--- config.mk ---
export PLATFORM = sky130hd
export DESIGN_NAME = mem_port_arbiter
export DESIGN_NICKNAME = d
export VERILOG_FILES = /design/src/rtl/mem_arb_pkg.sv /design/src/rtl/arb_starve_ctr.sv /design/src/rtl/mem_port_arbiter.sv
export SDC_FILE = /design/constraint.sdc
export NUM_CORES = 1
export LEC_CHECK = 0
export BUFFER_PORTS_ARGS = -buffer_cell sky130_fd_sc_hd__buf_2
export CORE_MARGIN = 2
export CORE_UTILIZATION = 35
export DETAILED_ROUTE_END_ITERATION = 10
export PLACE_DENSITY_LB_ADDON = 0.12
export SLEW_MARGIN = 20
export SYNTH_ARGS = -nofsm -noshare
export SYNTH_HDL_FRONTEND = slang
export SYNTH_SLANG_ARGS = --single-unit
--- constraint.sdc ---
create_clock -name CLK -period 4.9 [get_ports CLK]
set_clock_uncertainty 0.15 [all_clocks]
set_input_delay 0 -clock CLK [delete_from_list [all_inputs] [get_ports CLK]]
set_output_delay 0 -clock CLK [all_outputs]
set_load 0.02 [all_outputs]
--- src/rtl/mem_arb_pkg.sv ---
// Shared constants for the memory port arbiter: FSM state encoding, port
// owner codes, latency-counter width and starvation-counter sizing.
// Latency: n/a (package). Backpressure: n/a (package).
package mem_arb_pkg;

  typedef enum logic [1:0] {
    IDLE   = 2'd0,
    ACCESS = 2'd1,
    DONE   = 2'd2
  } arb_state_e;

  localparam logic OWN_CPU = 1'b0;
  localparam logic OWN_DBG = 1'b1;

  // Read latency is 1..4, so the down-counter only needs to hold 0..3.
  localparam int LAT_W = 2;

  localparam int STARVE_LIMIT_DEF = 4;
  localparam int STARVE_CNT_W_DEF = $clog2(STARVE_LIMIT_DEF + 1);

  // Width of a counter that must be able to hold the value 'limit'.
  function automatic int starve_cnt_w(input int limit);
    return $clog2(limit + 1);
  endfunction

endpackage

--- src/rtl/arb_starve_ctr.sv ---
// Saturating lost-arbitration counter; at_limit tells the arbiter to favour
// the starved requester. Latency: at_limit reflects inc/clr one cycle later.
// Backpressure: none, inc/clr are single-cycle strobes (clr wins over inc).
// Ports: clk, rst_n (async active-low), inc, clr, at_limit.
module arb_starve_ctr
  import mem_arb_pkg::*;
#(
  parameter int LIMIT = 4,
  parameter int CNT_W = starve_cnt_w(LIMIT)
) (
  input  logic clk,
  input  logic rst_n,
  input  logic inc,
  input  logic clr,
  output logic at_limit
);

  localparam logic [CNT_W-1:0] LIMIT_V = CNT_W'(LIMIT);

  logic [CNT_W-1:0] cnt_q, cnt_d;

  always_comb begin
    cnt_d = cnt_q;
    if (clr) begin
      cnt_d = '0;
    end else if (inc && (cnt_q != LIMIT_V)) begin
      cnt_d = cnt_q + 1'b1;
    end
  end

  always_ff @(posedge clk or negedge rst_n) begin
    if (!rst_n) begin
      cnt_q <= '0;
    end else begin
      cnt_q <= cnt_d;
    end
  end

  assign at_limit = (cnt_q >= LIMIT_V);

endmodule

--- src/rtl/mem_port_arbiter.sv ---
// Two-port (CPU, DBG) arbiter in front of a single-ported memory; CPU has
// priority, DBG is guaranteed a grant after STARVE_LIMIT lost arbitrations.
// Latency: req->ack 2 cycles (write) / RD_LAT+1 (read); requests wait in IDLE.
// Ports: CLK, Reset (async active-low); cpu_*/dbg_* req/we/addr/wdata in,
//        rdata/ack out; MemWrite/Addr/WriteData out, MemData in; busy, owner.
module mem_port_arbiter
  import mem_arb_pkg::*;
#(
  parameter int DATA_W       = 32,
  parameter int RD_LAT       = 1,
  parameter int STARVE_LIMIT = 4
) (
  input  logic              CLK,
  input  logic              Reset,
  input  logic              cpu_req,
  input  logic              cpu_we,
  input  logic [DATA_W-1:0] cpu_addr,
  input  logic [DATA_W-1:0] cpu_wdata,
  output logic [DATA_W-1:0] cpu_rdata,
  output logic              cpu_ack,
  input  logic              dbg_req,
  input  logic              dbg_we,
  input  logic [DATA_W-1:0] dbg_addr,
  input  logic [DATA_W-1:0] dbg_wdata,
  output logic [DATA_W-1:0] dbg_rdata,
  output logic              dbg_ack,
  output logic              MemWrite,
  output logic [DATA_W-1:0] Addr,
  output logic [DATA_W-1:0] WriteData,
  input  logic [DATA_W-1:0] MemData,
  output logic              busy,
  output logic              owner
);

  localparam logic [LAT_W-1:0] LAT_INIT = LAT_W'(RD_LAT - 1);

  arb_state_e        state_q, state_d;
  logic              mem_write_q, mem_write_d;
  logic [DATA_W-1:0] addr_q, addr_d;
  logic [DATA_W-1:0] wdata_q, wdata_d;
  logic              we_q, we_d;
  logic              owner_q, owner_d;
  logic [LAT_W-1:0]  lat_cnt_q, lat_cnt_d;
  logic              cpu_ack_q, cpu_ack_d;
  logic              dbg_ack_q, dbg_ack_d;
  logic [DATA_W-1:0] cpu_rdata_q, cpu_rdata_d;
  logic [DATA_W-1:0] dbg_rdata_q, dbg_rdata_d;

  logic grant_cpu, grant_dbg;
  logic starve_at_limit;

  // Only counts arbitrations DBG actually lost to CPU while waiting.
  arb_starve_ctr #(
    .LIMIT (STARVE_LIMIT)
  ) u_starve (
    .clk      (CLK),
    .rst_n    (Reset),
    .inc      (grant_cpu & dbg_req),
    .clr      (grant_dbg),
    .at_limit (starve_at_limit)
  );

  always_comb begin
    state_d     = state_q;
    mem_write_d = 1'b0;
    addr_d      = addr_q;
    wdata_d     = wdata_q;
    we_d        = we_q;
    owner_d     = owner_q;
    lat_cnt_d   = lat_cnt_q;
    cpu_ack_d   = 1'b0;
    dbg_ack_d   = 1'b0;
    cpu_rdata_d = cpu_rdata_q;
    dbg_rdata_d = dbg_rdata_q;
    grant_cpu   = 1'b0;
    grant_dbg   = 1'b0;

    case (state_q)
      IDLE: begin
        grant_dbg = dbg_req & (~cpu_req | starve_at_limit);
        grant_cpu = cpu_req & ~grant_dbg;
        if (grant_cpu || grant_dbg) begin
          owner_d     = grant_dbg ? OWN_DBG : OWN_CPU;
          we_d        = grant_dbg ? dbg_we : cpu_we;
          addr_d      = grant_dbg ? dbg_addr : cpu_addr;
          wdata_d     = grant_dbg ? dbg_wdata : cpu_wdata;
          // Write strobe is registered so it is high for exactly the ACCESS cycle.
          mem_write_d = grant_dbg ? dbg_we : cpu_we;
          lat_cnt_d   = LAT_INIT;
          state_d     = ACCESS;
        end
      end
      ACCESS: begin
        if (we_q || (lat_cnt_q == '0)) begin
          if (!we_q) begin
            if (owner_q == OWN_DBG) dbg_rdata_d = MemData;
            else                    cpu_rdata_d = MemData;
          end
          cpu_ack_d = (owner_q == OWN_CPU);
          dbg_ack_d = (owner_q == OWN_DBG);
          state_d   = DONE;
        end else begin
          lat_cnt_d = lat_cnt_q - 1'b1;
        end
      end
      DONE: begin
        state_d = IDLE;
      end
      default: begin
        state_d = IDLE;
      end
    endcase
  end

  always_ff @(posedge CLK or negedge Reset) begin
    if (!Reset) begin
      state_q     <= IDLE;
      mem_write_q <= 1'b0;
      addr_q      <= '0;
      wdata_q     <= '0;
      we_q        <= 1'b0;
      owner_q     <= OWN_CPU;
      lat_cnt_q   <= '0;
      cpu_ack_q   <= 1'b0;
      dbg_ack_q   <= 1'b0;
      cpu_rdata_q <= '0;
      dbg_rdata_q <= '0;
    end else begin
      state_q     <= state_d;
      mem_write_q <= mem_write_d;
      addr_q      <= addr_d;
      wdata_q     <= wdata_d;
      we_q        <= we_d;
      owner_q     <= owner_d;
      lat_cnt_q   <= lat_cnt_d;
      cpu_ack_q   <= cpu_ack_d;
      dbg_ack_q   <= dbg_ack_d;
      cpu_rdata_q <= cpu_rdata_d;
      dbg_rdata_q <= dbg_rdata_d;
    end
  end

  assign MemWrite  = mem_write_q;
  assign Addr      = addr_q;
  assign WriteData = wdata_q;
  assign cpu_ack   = cpu_ack_q;
  assign dbg_ack   = dbg_ack_q;
  assign cpu_rdata = cpu_rdata_q;
  assign dbg_rdata = dbg_rdata_q;
  assign busy      = (state_q != IDLE);
  assign owner     = owner_q;

endmodule

# ---- After elaboration in Yosys (flattened, before gate mapping)
# Index checks and enable logic that the tools add are counted.
dict set report op_classes {
  n_addsub 2
  mul 0
  div 0
  order_cmp 1
  eq_ne 5
  shift 0
  mux 20
  n_bitwise 8
  reduce_logical 13
}
# operator count
set op_table {}
lappend op_table {{$mux W32} 2}
lappend op_table {{$mux W1} 10}
lappend op_table {{$mux W2} 4}
lappend op_table {{$pmux W2 S2} 2}
lappend op_table {{$reduce_and A4 Y1} 2}
lappend op_table {{$mux W3} 2}
lappend op_table {{$ne A2 B2 Y1 const B} 3}
lappend op_table {{$reduce_bool A2 Y1} 3}
lappend op_table {{$logic_not A2 Y1} 2}
lappend op_table {{$not A1 Y1} 4}
lappend op_table {{$reduce_and A2 Y1} 2}
lappend op_table {{$add A3 B1 Y3 const B} 1}
lappend op_table {{$and A1 B1 Y1} 3}
lappend op_table {{$ge A3 B3 Y1 const B} 1}
lappend op_table {{$ne A3 B3 Y1 const B} 1}
lappend op_table {{$reduce_and A3 Y1} 1}
lappend op_table {{$eq A2 B1 Y1 const B} 1}
lappend op_table {{$logic_or A1 B1 Y1} 2}
lappend op_table {{$sub A2 B1 Y2 const B} 1}
lappend op_table {{$logic_and A1 B1 Y1} 1}
lappend op_table {{$or A1 B1 Y1} 1}
dict set report totals {
  reg_bits 140
  latchBits 0
  ramBits 0
  mem_bits_ro 0
  input_bits 166
  output_inout_bits 133
  elab_cells 61
  mem_count 0
}

# ---- Longest topological paths before layout
dict set report logic_depth {
  word_depth 10
  depth_mapped 6
  ltp_nobuf 5
}

# ---- By module
# From an unflattened synthesis, not the netlist that was laid out.
dict set report hier_totals {
  cells_unflattened 564
  hier_area_um2 6168.4
}
# module instances cells_per_inst area_per_inst_um2 seq_area_each_um2
set modules_own_cells {}
lappend modules_own_cells {mem_port_arbiter 1 546 5978.2 3428.3}
lappend modules_own_cells {arb_starve_ctr 1 18 190.2 75.1}

# ---- Worst setup path after synthesis
# No wires, ideal clock.
dict set report synth_path {
  kind {reg2reg}
  from {reg lat_cnt_q[0]}
  to {reg lat_cnt_q[1]}
  setup_ns 0.138
  arrival_ns 1.366
  required_time_ns 4.612
  setup_slack_ns 3.247
  path_stages_with_launch 6
  path_buffers 0
  period_less_slack_ns 1.653
  cell_sequence {dfrtp_1 > inv_1 > ha_1 > or4b_1 > o21ai_0 > o22ai_1}
}
dict set report synth_between {
  elab_chain_len 4
  elab_cells_between_ends 7
  classes_between {1 x add/sub; 1 x eq/ne; 2 x mux; 3 x reduce/logical}
}
# element line
set synth_lines {}
lappend synth_lines {{start, declared} mem_port_arbiter.sv:43} ;# logic [LAT_W-1:0] lat_cnt_q, lat_cnt_d;
lappend synth_lines {{start signal, assigned} mem_port_arbiter.sv:135} ;# lat_cnt_q <= lat_cnt_d;
lappend synth_lines {{parallel branches: the longest is 4 deep, another holds $sub A2 B1 Y2} --}
# Several ways; the timed one is not identified. The select of a mux whose other input is x is not followed.
# A chain may end at the register's enable or synchronous reset.

# ---- Worst setup path in the final report
dict set report layout_path {
  from {reg u_starve.cnt_q[2]}
  to {reg wdata_q[29] (netlist: WriteData[29])}
}
dict set report layout_between {
  elab_chain_len 7
  elab_cells_between_ends 8
  classes_between {1 x order compare; 1 x mux; 4 x bitwise; 2 x reduce/logical}
}
# element line
set layout_lines {}
lappend layout_lines {{start, declared} arb_starve_ctr.sv:20} ;# logic [CNT_W-1:0] cnt_q, cnt_d;
lappend layout_lines {{start signal, assigned} arb_starve_ctr.sv:35} ;# cnt_q <= cnt_d;
lappend layout_lines {{$ge A3 B3 Y1 (*)} arb_starve_ctr.sv:39} ;# assign at_limit = (cnt_q >= LIMIT_V);
lappend layout_lines {{$or A1 B1 Y1 (*)} mem_port_arbiter.sv:80} ;# grant_dbg = dbg_req & (~cpu_req | starve_at_limit);
lappend layout_lines {{$and A1 B1 Y1 (*)} mem_port_arbiter.sv:80}
lappend layout_lines {{$not A1 Y1} mem_port_arbiter.sv:81} ;# grant_cpu = cpu_req & ~grant_dbg;
lappend layout_lines {{$and A1 B1 Y1} mem_port_arbiter.sv:81}
lappend layout_lines {{$logic_or A1 B1 Y1} mem_port_arbiter.sv:82} ;# if (grant_cpu || grant_dbg) begin
lappend layout_lines {{$reduce_and A2 Y1 (no line)} --}
lappend layout_lines {{end signal, assigned} mem_port_arbiter.sv:132} ;# wdata_q <= wdata_d;
lappend layout_lines {{end, declared} mem_port_arbiter.sv:40} ;# logic [DATA_W-1:0] wdata_q, wdata_d;
# Mark *: on every way between the ends. The rest lies on a longest branch, timed or not.

==> impl_metrics.csv <==
group,metric,value,unit
detailed_routing,route.detailed.drc,0,
sta,tightest_slew,842,ps
worst_setup_path,cp.required,5090,ps
sta,min_period,2890,ps
placed_design,place_area,0.00771,mm^2
synthesis,synth_ff_type,"dfrtp_1",
placed_design,gp_congestion,0.803,
pwr,p_leak,4.50,nW
global_route,antenna_found_initial,1,
synthesis,ys.warnings.count,0,
synthesis,synth_edf_count,0,
synthesis,synth_top_family_by_area,"compound AO/OA/AOI/OAI gates",
synthesis,synth-xor-area-share,0,%
synthesis,yosysTopAreaCellShare,57.3,%
placed_design,dpl.hpwl,13100,um
worst_setup_path,cp_num_buf_inv,3,
synthesis,yosys-top-cells-area,"dfrtp_1 (57%), a31oi_1 (6.7%), mux2_1 (6.1%), mux2_2 (5.7%), a21oi_1 (5.4%)",
floorplanning,ioPinCount,299,
sta,tns,0,ps
synthesis,synth_compound_area_share,18.0,%
outcome,status,"finished, final reports clean",
clock_network,cts-root-buf,"clkbuf_16",
sta,setup_viol,0,
job,cap_violations,0,
synthesis,synth.distinct_cells,31,
synthesis,synth_fa_ha_area_share,0.614,%
worst_setup_path,cp_max_fo,53,
worst_setup_path,r2r_cells,6,
layout,final_layout_size_suffix_gt1_share,37.0,%
worst_setup_path,slowest_delay,590,ps
global_route,grt_pass1_wl,31900,um
layout,fin_area,0.0101,mm^2
synthesis,yosysMostFrequentCell,"dfrtp_1",
layout,syn_to_final_growth,65.6,%
global_route,grt_pass1_vias,6669,
pwr,cellPowerDensity,628,mW/mm^2
synthesis,syn_area,0.00611,mm^2
floorplanning,die_area,0.0185,mm^2
synthesis,synthMuxAreaShare,12.0,%
synthesis,synth_area_per_cell,10.9,um^2
floorplanning,fp.dieH,136,um
worst_setup_path,critPathSlowestCell,"dlygate4sd3_1",
sta,slew_headroom,43.9,%
clock_network,clk_path_buf_depth,2,
sta,finalHoldViolCount,0,
worst_setup_path,crit_arrival,3080,ps
pwr,ir_drop,0.296,mV
floorplanning,start_util,35.6,%
detailed_routing,wl_per_cell,16.5,um
detailed_routing,via_per_inst,5.23,
detailed_routing,drt_wl_total,20600,um
floorplanning,core,0.0172,mm^2
detailed_routing,drt_iter0_markers,280,
global_route,gr-total-overflow,0,
sta,final.period_utilization,59.0,%
detailed_routing,drt-pass1-iter-count,5,
synthesis,netlist_instances,560,
floorplanning,fp-row-count,48,
clock_network,cts-buffers-inserted,17,
clock_network,cts.sinks,140,
hold_path,hold_class,"input pin to asynchronous set/reset pin",
clock_network,clk_latency,410,ps
global_route,grt_max_degree,94,
worst_setup_path,cp_num_cells,6,
sta,max_freq,346,MHz
placed_design,port-buffer-count,298,
synthesis,async_flop_share,100,%
global_route,grt_usage,21.8,%
clock_network,cts_tree,"built",
clock_network,path_clk_slew,60,ps
worst_setup_path,start_kind,"flip-flop",
synthesis,yosys.area_share.simple,7.45,%
detailed_routing,postRouteAntennaNets,0,
synthesis,synth_common_cells,"dfrtp_1 (140), a21oi_1 (66), nand3_1 (66), o21ai_0 (66), a31oi_1 (65)",
synthesis,ys_ff_latch,140,
worst_setup_path,path_class,"flip-flop to flip-flop",
layout,n_antenna_cell,0,
sta,drv_slew,0,
layout,finalNetCount,1179,
detailed_routing,vias,6526,
worst_setup_path,cp_top_family,"buffers and inverters",
worst_setup_path,cp_cell_sequence,"nand2b_2 -> buf_4 -> nand3_1 -> dlygate4sd3_1 -> a31oi_1 -> dlygate4sd3_1",
floorplanning,die_x,136,um
sta,rsz0062_at_grt,"no",
worst_setup_path,cp-end-kind,"flip-flop",
synthesis,yosysTopAreaCell,"dfrtp_1",
clock_network,htree_levels,4,
synthesis,synth_nets,729,
synthesis,yosysSeqAreaShare,57.3,%
worst_setup_path,crit_top_cell,"dlygate4sd3_1",
metrics by stage:
| stage | cells | setup slack (ps) | util, % | hold WS [ps] | total power, mW |
|---|---|---|---|---|---|
| 3_3_place_gp | 1035 | 2640 | 44.9 | -4.72 | 4.48 |
| 2_1_floorplan | 560 | 3250 | - | -446 | 3.60 |
| 4_1_cts | 1247 | 2010 | 58.8 | 122 | 6.34 |
| 3_5_place_dp | 1035 | 2550 | 44.9 | 0.569 | 4.54 |
| 6_report | 1248 | 2010 | 58.9 | 91.6 | 6.36 |
| 5_1_grt | 1248 | 1870 | 58.9 | 161 | 6.73 |
power breakdown:
group | switching [mW] | leakage (nW) | internal (mW)
Clock | 0.510 | 0.283 | 0.737
Sequential | 0.324 | 1.62 | 1.73
Combinational | 1.69 | 2.60 | 1.37
worst paths after layout:
kind	start	to	slack, ps
hold reg to reg	lat_cnt_q[0]$_DFFE_PN0P_	lat_cnt_q[0]$_DFFE_PN0P_	330
setup reg to reg	u_starve.cnt_q[2]$_DFFE_PN0P_	WriteData[29]$_DFFE_PN0P_	2010
max in group asynchronous	Reset	Addr[8]$_DFFE_PN0P_	3390
min in group CLK	MemData[24]	cpu_rdata[24]$_DFFE_PN0P_	210
setup / recovery	u_starve.cnt_q[2]$_DFFE_PN0P_	WriteData[29]$_DFFE_PN0P_	2010
hold / removal	Reset	cpu_rdata[6]$_DFFE_PN0P_	90
layout make-up:
class	count	area, um^2
Sequential cell	140	3500
Tap cell	225	282
Fill cell	1495	7050
Clock buffer	19	453
Multi-Input combinational cell	357	2340
Clock inverter	13	131
Inverter	6	22.5
Timing Repair Buffer	488	3390
layout by cell type (no fill, tap or decap), types with 3 or more instances in the layout:
cell type / n
o21ai_1: 3
nand2_1: 7
nand3_1: 66
clkinv_4: 4
a31oi_1: 65
ha_1: 3
dlygate4sd3_1: 180
mux2_1: 33
o21ai_0: 66
a21oi_1: 66
inv_6: 4
buf_2: 297
mux2_2: 31
buf_4: 9
inv_1: 6
dfrtp_1: 140
clkbuf_16: 17
kinds of logic (layout without fill, tap and decap cells):
| family | Yosys count | after routing |
|---|---|---|
| flops | 140 | 140 |
| mux | 65 | 65 |
| compound gates | 202 | 202 |
| fa+ha+maj | 3 | 3 |
| buf+inv | 63 | 526 |
| simple gates | 87 | 87 |
per-layer routing:
layer | share of wire, % | global-route usage [%] | wire length [um]
met1 | 39 | 24.6 | 8030
met2 | 51 | 38.3 | 10400
met3 | 7.9 | 6.19 | 1630
met4 | 2.5 | 9.90 | 520
met5 | 0.053 | 0 | 11
sequential cells by signal (all words and copies together) (netlist names):
signal	count
dbg_rdata	32
WriteData	32
owner	1
dbg_ack	1
lat_cnt_q	2
MemWrite	1
state_q	2
cpu_ack	1
cpu_rdata	32
Addr	32
we_q	1
u_starve.cnt_q	3
what timing repair did:
action                    CTS  global route
hold endpoints to repair  224             0
resized for setup           0             0
setup buffers               0             0
hold buffers              180             0
No activity file was read; power rests on OpenSTA's default activity.
